**config.mk**
```make
export PLATFORM = sky130hd
export DESIGN_NAME = game_tick_scheduler
export DESIGN_NICKNAME = d
export VERILOG_FILES = /design/src/rtl/game_tick_scheduler.sv
export SDC_FILE = /design/constraint.sdc
export NUM_CORES = 1
export LEC_CHECK = 0
export CORE_AREA = 2 2 54 56
export CTS_BUF_LIST = sky130_fd_sc_hd__clkbuf_8
export DETAILED_ROUTE_END_ITERATION = 16
export DIE_AREA = 0 0 56 58
export PLACE_DENSITY_LB_ADDON = 0.12
export SYNTH_ARGS = -nofsm -noshare
export SYNTH_HDL_FRONTEND = slang
export SYNTH_SLANG_ARGS = --single-unit
```
**constraint.sdc**
```tcl
create_clock -name Clk -period 2.4 [get_ports Clk]
set_clock_uncertainty 0.15 [all_clocks]
set_input_delay 0.36 -clock Clk [delete_from_list [all_inputs] [get_ports Clk]]
set_output_delay 0.36 -clock Clk [all_outputs]
set_load 0.05 [all_outputs]
```
**src/rtl/game_tick_scheduler.sv**
```systemverilog
// Prescaled game tick with per-player move counters and a round-robin shared update engine.
// Define TICK_OVR_CNT_EN to add a saturating 8-bit overrun event counter on ovr_cnt.
module game_tick_scheduler #(
    parameter int DIV   = 25,
    parameter int SPD_W = 4
) (
    input  logic             Clk,
    input  logic             reset,
    input  logic             pause,
    input  logic [SPD_W-1:0] spd_p1,
    input  logic [SPD_W-1:0] spd_p2,
    input  logic             upd_done,
    output logic             base_tick,
    output logic             upd_start,
    output logic             upd_sel,
    output logic             busy,
    output logic [1:0]       overrun,
    output logic [7:0]       ovr_cnt
);

    localparam int PW = (DIV > 1) ? $clog2(DIV) : 1;

    typedef enum logic [1:0] {
        IDLE  = 2'd0,
        START = 2'd1,
        WAIT  = 2'd2
    } state_t;

    state_t state_q, state_d;
    logic [PW-1:0] pcnt_q, pcnt_d;
    logic [1:0][SPD_W-1:0] mcnt_q, mcnt_d;
    logic [1:0][SPD_W-1:0] spd;
    logic [1:0] pend_q, pend_d;
    logic [1:0] overrun_q, overrun_d;
    logic [1:0] elapse, clr, ovr_ev;
    logic sel_q, sel_d;
    logic last_q, last_d;

    assign spd       = {spd_p2, spd_p1};
    assign base_tick = (pcnt_q == PW'(DIV - 1)) && !pause;

    always_comb begin
        pcnt_d = pcnt_q;
        if (!pause) begin
            pcnt_d = (pcnt_q == PW'(DIV - 1)) ? '0 : pcnt_q + PW'(1);
        end
    end

    // A speed of 0 elapses on every tick, the same as a speed of 1.
    always_comb begin
        for (int p = 0; p < 2; p++) begin
            elapse[p] = base_tick &&
                (({1'b0, mcnt_q[p]} + (SPD_W + 1)'(1)) >= {1'b0, spd[p]});
            mcnt_d[p] = mcnt_q[p];
            if (base_tick) begin
                mcnt_d[p] = elapse[p] ? '0 : mcnt_q[p] + SPD_W'(1);
            end
            clr[p] = (state_q == START) && (sel_q == 1'(p));
        end
        pend_d    = (pend_q & ~clr) | elapse;
        ovr_ev    = elapse & pend_q & ~clr;
        overrun_d = overrun_q | ovr_ev;
    end

    always_comb begin
        state_d = state_q;
        sel_d   = sel_q;
        last_d  = last_q;
        unique case (state_q)
            IDLE: begin
                if (|pend_q) begin
                    state_d = START;
                    sel_d   = (&pend_q) ? ~last_q : pend_q[1];
                end
            end
            START: state_d = WAIT;
            WAIT: begin
                if (upd_done) begin
                    state_d = IDLE;
                    last_d  = sel_q;
                end
            end
            default: state_d = IDLE;
        endcase
    end

    always_ff @(posedge Clk or posedge reset) begin
        if (reset) begin
            state_q   <= IDLE;
            pcnt_q    <= '0;
            mcnt_q    <= '0;
            pend_q    <= '0;
            overrun_q <= '0;
            sel_q     <= 1'b0;
            last_q    <= 1'b1;
        end else begin
            state_q   <= state_d;
            pcnt_q    <= pcnt_d;
            mcnt_q    <= mcnt_d;
            pend_q    <= pend_d;
            overrun_q <= overrun_d;
            sel_q     <= sel_d;
            last_q    <= last_d;
        end
    end

    assign upd_start = (state_q == START);
    assign busy      = (state_q != IDLE);
    assign upd_sel   = sel_q;
    assign overrun   = overrun_q;

`ifdef TICK_OVR_CNT_EN
    logic [7:0] ovr_cnt_q, ovr_cnt_d;
    logic [8:0] ovr_sum;

    always_comb begin
        ovr_sum   = {1'b0, ovr_cnt_q} + 9'(ovr_ev[0]) + 9'(ovr_ev[1]);
        ovr_cnt_d = ovr_sum[8] ? 8'hFF : ovr_sum[7:0];
    end

    always_ff @(posedge Clk or posedge reset) begin
        if (reset) begin
            ovr_cnt_q <= '0;
        end else begin
            ovr_cnt_q <= ovr_cnt_d;
        end
    end

    assign ovr_cnt = ovr_cnt_q;
`else
    assign ovr_cnt = '0;
`endif

endmodule

```
* After elaboration in Yosys (flattened, before gate mapping)
Cells that the tools add are included.
** Cells by class
- Mux-type cells :: 7
- Eq/ne operators :: 5
- Bitwise logic cells :: 8
- Add/sub/neg operators :: 5
- Reductions and logical operators :: 13
- $lt $le $gt $ge :: 2
** Operators by type and width (count)
- $add A4 B1 Y5 const B :: 2
- $ge A5 B4 Y1 :: 2
- $add A4 B1 Y4 const B :: 2
- $mux W4 :: 2
- $reduce_and A2 Y1 :: 4
- $and A2 B2 Y2 :: 3
- $pmux W2 S3 :: 1
- $add A5 B1 Y5 const B :: 1
- $eq A5 B5 Y1 const B :: 1
- $logic_and A1 B1 Y1 :: 5
- $mux W5 :: 1
- $mux W2 :: 2
- $ne A2 B2 Y1 const B :: 2
- $or A2 B2 Y2 :: 2
- $eq A2 B1 Y1 const B :: 1
- $eq A2 B2 Y1 const B :: 1
- $logic_not A2 Y1 :: 1
- $not A1 Y1 :: 2
- $not A2 Y2 :: 1
- $reduce_bool A2 Y1 :: 1
- $reduce_or A2 Y1 :: 1
- $logic_not A1 Y1 :: 1
- $mux W1 :: 1
** Word-level totals
- Output and inout bits :: 14
- Flip-flop bits (word level) :: 21
- Input bits :: 12
- Logic and storage cells :: 48

* Depth between registers and ports, before layout
- Depth in word-level cells :: 6
- Gate-level depth with buffers :: 7
- Mapped depth without buffers :: 7

* Worst setup path before layout
Ideal clock, no wire load.
- Path type :: register -> register
- Start point :: register mcnt_q[4] (netlist bit)
- End point :: register pend_q[1]
- Arrival :: 1.730 ns
- Clock period less this slack :: 2.001 ns
- Slack :: 0.399 ns
- Setup time :: 0.121 ns
- Buffers on the path :: 0
- Cell stages (with the launch flop) :: 8
- Data required time :: 2.129 ns
- Cell sequence :: dfrtp_1 ha_1 xor2_1 ha_1 o21a_1 nor2_1 o21ai_2 a22o_1
** On the way
- Word-level cells in the longest chain between the ends :: 4
** RTL lines
- start: declaration :: RTL line 31 : logic [1:0][SPD_W-1:0] mcnt_q, mcnt_d;
- start signal: assignment :: RTL line 99 : mcnt_q <= mcnt_d;
- $add A4 B1 Y5 :: RTL line 53 : (({1'b0, mcnt_q[p]} + (SPD_W + 1)'(1)) >= {1'b0, spd[p]});
- $ge A5 B4 Y1 :: RTL line 53
- $logic_and A1 B1 Y1 :: RTL line 52 : elapse[p] = base_tick &&
- $or A2 B2 Y2 :: RTL line 60 : pend_d = (pend_q & ~clr) | elapse;
- via pend_d[1] :: RTL line 33 : logic [1:0] pend_q, pend_d;
- end signal: assignment :: RTL line 100 : pend_q <= pend_d;
- end: declaration :: RTL line 33
The timed path passes the listed nets, and every way through them passes these cells.
A chain may end at the register's enable or synchronous reset.

* Worst setup path in the final report
- Start point :: register state_q[1]
- End point :: output upd_start
** On the way
- Word-level cells in the longest chain between the ends :: 1
** RTL lines
- start: declaration :: RTL line 29 : state_t state_q, state_d;
- start signal: assignment :: RTL line 97 : state_q <= state_d;
- $eq A2 B1 Y1 :: RTL line 107 : assign upd_start = (state_q == START);
- end: declaration :: RTL line 14 : output logic upd_start,
No other way between the ends.

==> metrics.md <==
| Metric | Value |
|---|---|
| Status | complete, no violations |
| Vias per inst | 5.207 |
| Cells after DPL | around 180 |
| PnR worst setup slack | 0.1516 ns |
| Final setup viols | 0 |
| Io pins | 26 |
| Setup TNS | 0 ns |
| Nature of the critical path startpoint | flip-flop |
| Synth unique cells | 35 |
| Placed Area | 0.001567 mm^2 |
| Max FO, Critical Path | 4 |
| Crit path DAT | 1.74 ns |
| First-pass GRT wire length | around 4.0 mm |
| PortBufs | 17 |
| Largest net degree at the start of global routing | 22 |
| Pre-CTS setup slack | roughly 0.11 ns |
| Clock latency at the later pin of the worst-skew pair | around 0.25 ns |
| Critical path origin | state_q[1]$_DFFE_PP0P_ |
| CTS Buf Count | 3 |
| Clk root buf | clkbuf_8 |
| First-pass iteration count of the detailed router | 4 |
| WHS | approximately 0.29 ns |
| CTS sink count | 21 |
| Yosys warning count | 0 |
| Slew @ Worst Pin | between 0.4 and 0.5 ns |
| Final GP Congestion | roughly 0.73 |
| PD cells | roughly 1000 mW/mm^2 |
| Area Growth Syn to Fin | 17.63% |
| WS Path Type | flip-flop to output port |
| H-tree level count | 1 |
| HPWL after DPL | 1.757 mm |
| Top cell type's share of synthesized area | between 30% and 40% |
| Worst IR Drop VDD | approximately 0.9 mV |
| Vert. Die Dim | just under 60 um |
| Mapped Area | around 0.0014 mm^2 |
| Core Area | ~0.0027 mm^2 |
| Antenna viol nets, final | 0 |
| Max Cap Viol | 0 |
| Layout cells sized above 1 | 13.38% |
| Post-synth top area cell | dfrtp_1 |
| All-Layer GR Usage | between 10% and 20% |
| Final Power | roughly 1.7 mW |
| Syn Inst Count | about 140 |
| Final worst-path cycle share | 93.68% |
| Hold Crit Class | input pin to async pin |
| Post-Layout Cell Count | between 150 and 200 |
| Initial drt markers | 7 |
| Die X | roughly 56 um |
| Fin. max-slew vios | 0 |
| # fillers | about 240 |
| Relative slew slack | 66.70% |
| Post-Layout Inst Area | about 0.0016 mm^2 |
| GRT overflow | 0 |
| Fmax | ~440 MHz |
| Antenna fix cells | 0 |
| Tmin final | about 2.2 ns |
| Clock slew at the register clock pins of the worst setup and hold paths | 0.08 ns |
| WP data required | between 1.5 and 2 ns |
| Final WL | ~2.3 mm |
| Nets | 182 |
| Synthesized area per cell | approximately 10 um^2 |
| Final core utilization | approximately three fifths |
| RSZ-0062 raised after global routing | no |
| Critical R2R Launch | mcnt_q[4]$_DFFE_PP0P_ |
| CP endpoint kind | output port |
| Pleak | between 0.7 and 0.8 nW |
| Post-synthesis register bit count | 21 |
| WL/cell | ~12 um |
| Remaining DRCs | 0 |
| Vias in the first global route | about 960 |
| TritonCTS clock tree | yes |
| Synth area leaders | dfrtp_1, ha_1, buf_4, a2111oi_4, nand2_1 |
| Sequential-to-total area share from yosys stat | approximately two fifths |
| Post-CTS Setup Inserts | 0 |
| Fin. Hold Viols | 0 |
| Die footprint | between 0.003 and 0.004 mm^2 |
| Row cnt | 19 |
| Hold-fix buffers, CTS | 0 |
| Initial Util | approximately half |
| CTS Buffer Depth | 2 |
| Vias | ~980 |
| Initial antenna violation count | 0 |
| PostCTS Resize Cnt | 0 |
worst paths after layout:
kind / endpoint / slack [ns] / cells after the start
worst max-delay path: upd_start / 0.15 / 3
max in group asynchronous: last_q$_DFFE_PP1P_ / 1.53 / 3
worst min-delay path: mcnt_q[3]$_DFFE_PP0P_ / 0.29 / 3
min in group Clk: overrun[0]$_DFF_PP0_ / 0.32 / 1
worst max register to register: pend_q[1]$_DFF_PP0_ / 0.25 / 7
worst min register to register: overrun[0]$_DFF_PP0_ / 0.32 / 1
state kept, by name (all words and copies together) (netlist names):
signal   count
upd_sel      1
overrun      2
pend_q       2
last_q       1
pcnt_q       5
mcnt_q       8
state_q      2
Yosys cell counts:
| cell | number |
|---|---|
| ha_1 | 12 |
| nor2_1 | 12 |
| inv_1 | 13 |
| mux2_2 | 1 |
| xor2_1 | 4 |
| nand2_1 | 14 |
| a21o_1 | 1 |
| buf_4 | 8 |
| o2111ai_1 | 2 |
| a22o_1 | 2 |
| a21oi_1 | 1 |
| nand3b_1 | 1 |
| nor2b_1 | 1 |
| a41o_1 | 1 |
| nand2b_4 | 2 |
| inv_4 | 1 |
| mux2i_1 | 2 |
| nand3_1 | 4 |
| o21ai_2 | 2 |
| xnor2_1 | 3 |
| nand2b_1 | 5 |
| o21ai_0 | 5 |
| o21ai_1 | 4 |
| nand4b_1 | 1 |
| dfstp_2 | 1 |
| a31oi_1 | 1 |
| o311ai_2 | 2 |
| buf_6 | 1 |
| o21a_1 | 2 |
| nor2b_2 | 1 |
| a2111oi_4 | 2 |
| dfrtp_1 | 20 |
| conb_1 | 1 |
| nand4b_4 | 1 |
| a21bo_2 | 1 |
where the power goes:
part	internal [mW]	total, mW	switching, mW
Combinational	0.375	0.822	0.447
Sequential	0.485	0.613	0.129
Clock	0.114	0.226	0.112
Total	0.973	1.66	0.688
kinds of logic (layout without fill, tap and decap cells):
logic type      after synthesis  in the layout  share of synthesized area, %
simple gates                 42             42                         16.90
compound gates               26             26                         17.44
buf+inv                      23             38                         9.224
flops                        21             21                         38.45
fa+ha+maj                    12             12                         10.96
xor+xnor                      7              7                         4.475
mux                           3              3                         2.283
other cells                   1              8                        0.2737
layout make-up:
class | instances | area, um^2 | area share (%)
clock buffers | 3 | 41.29 | 2.562
clock inverters | 1 | 3.754 | 0.2329
inverters | 14 | 55.05 | 3.416
multi-input cells | 98 | 743.2 | 46.12
flip-flops and latches | 21 | 526.8 | 32.69
well taps | 31 | 38.79 | 2.407
repair buffers | 20 | 202.7 | 12.58
worst max-delay path: stages, from the launching register on:
cell and delay, ns:
dfrtp_1 0.40, nand2b_1 0.19, inv_1 0.09, clkdlybuf4s50_1 0.80
cell usage in the layout, fill, tap and decap left out, drive strengths merged, types with 3 or more instances in the layout:
| cell | Yosys | routed |
|---|---|---|
| dfrtp | 20 | 20 |
| clkdlybuf4s50 | 0 | 16 |
| inv | 14 | 15 |
| nand2 | 14 | 14 |
| nor2 | 12 | 12 |
| ha | 12 | 12 |
| o21ai | 11 | 11 |
| conb | 1 | 8 |
| nand2b | 7 | 7 |
| nand3 | 4 | 4 |
| xor2 | 4 | 4 |
| buf | 9 | 4 |
| xnor2 | 3 | 3 |
| clkbuf | 0 | 3 |
layer usage:
metal / share of wire, % / vias up / global-route usage, %
li1: - / 489 / -
met1: 47 / 471 / 20.75
met2: 49 / 17 / 26.39
met3: 3.6 / 2 / 2.679
met4: 0.39 / 0 / 4.082
met5: 0 / - / 0
Power figures use the tool's default switching activity.
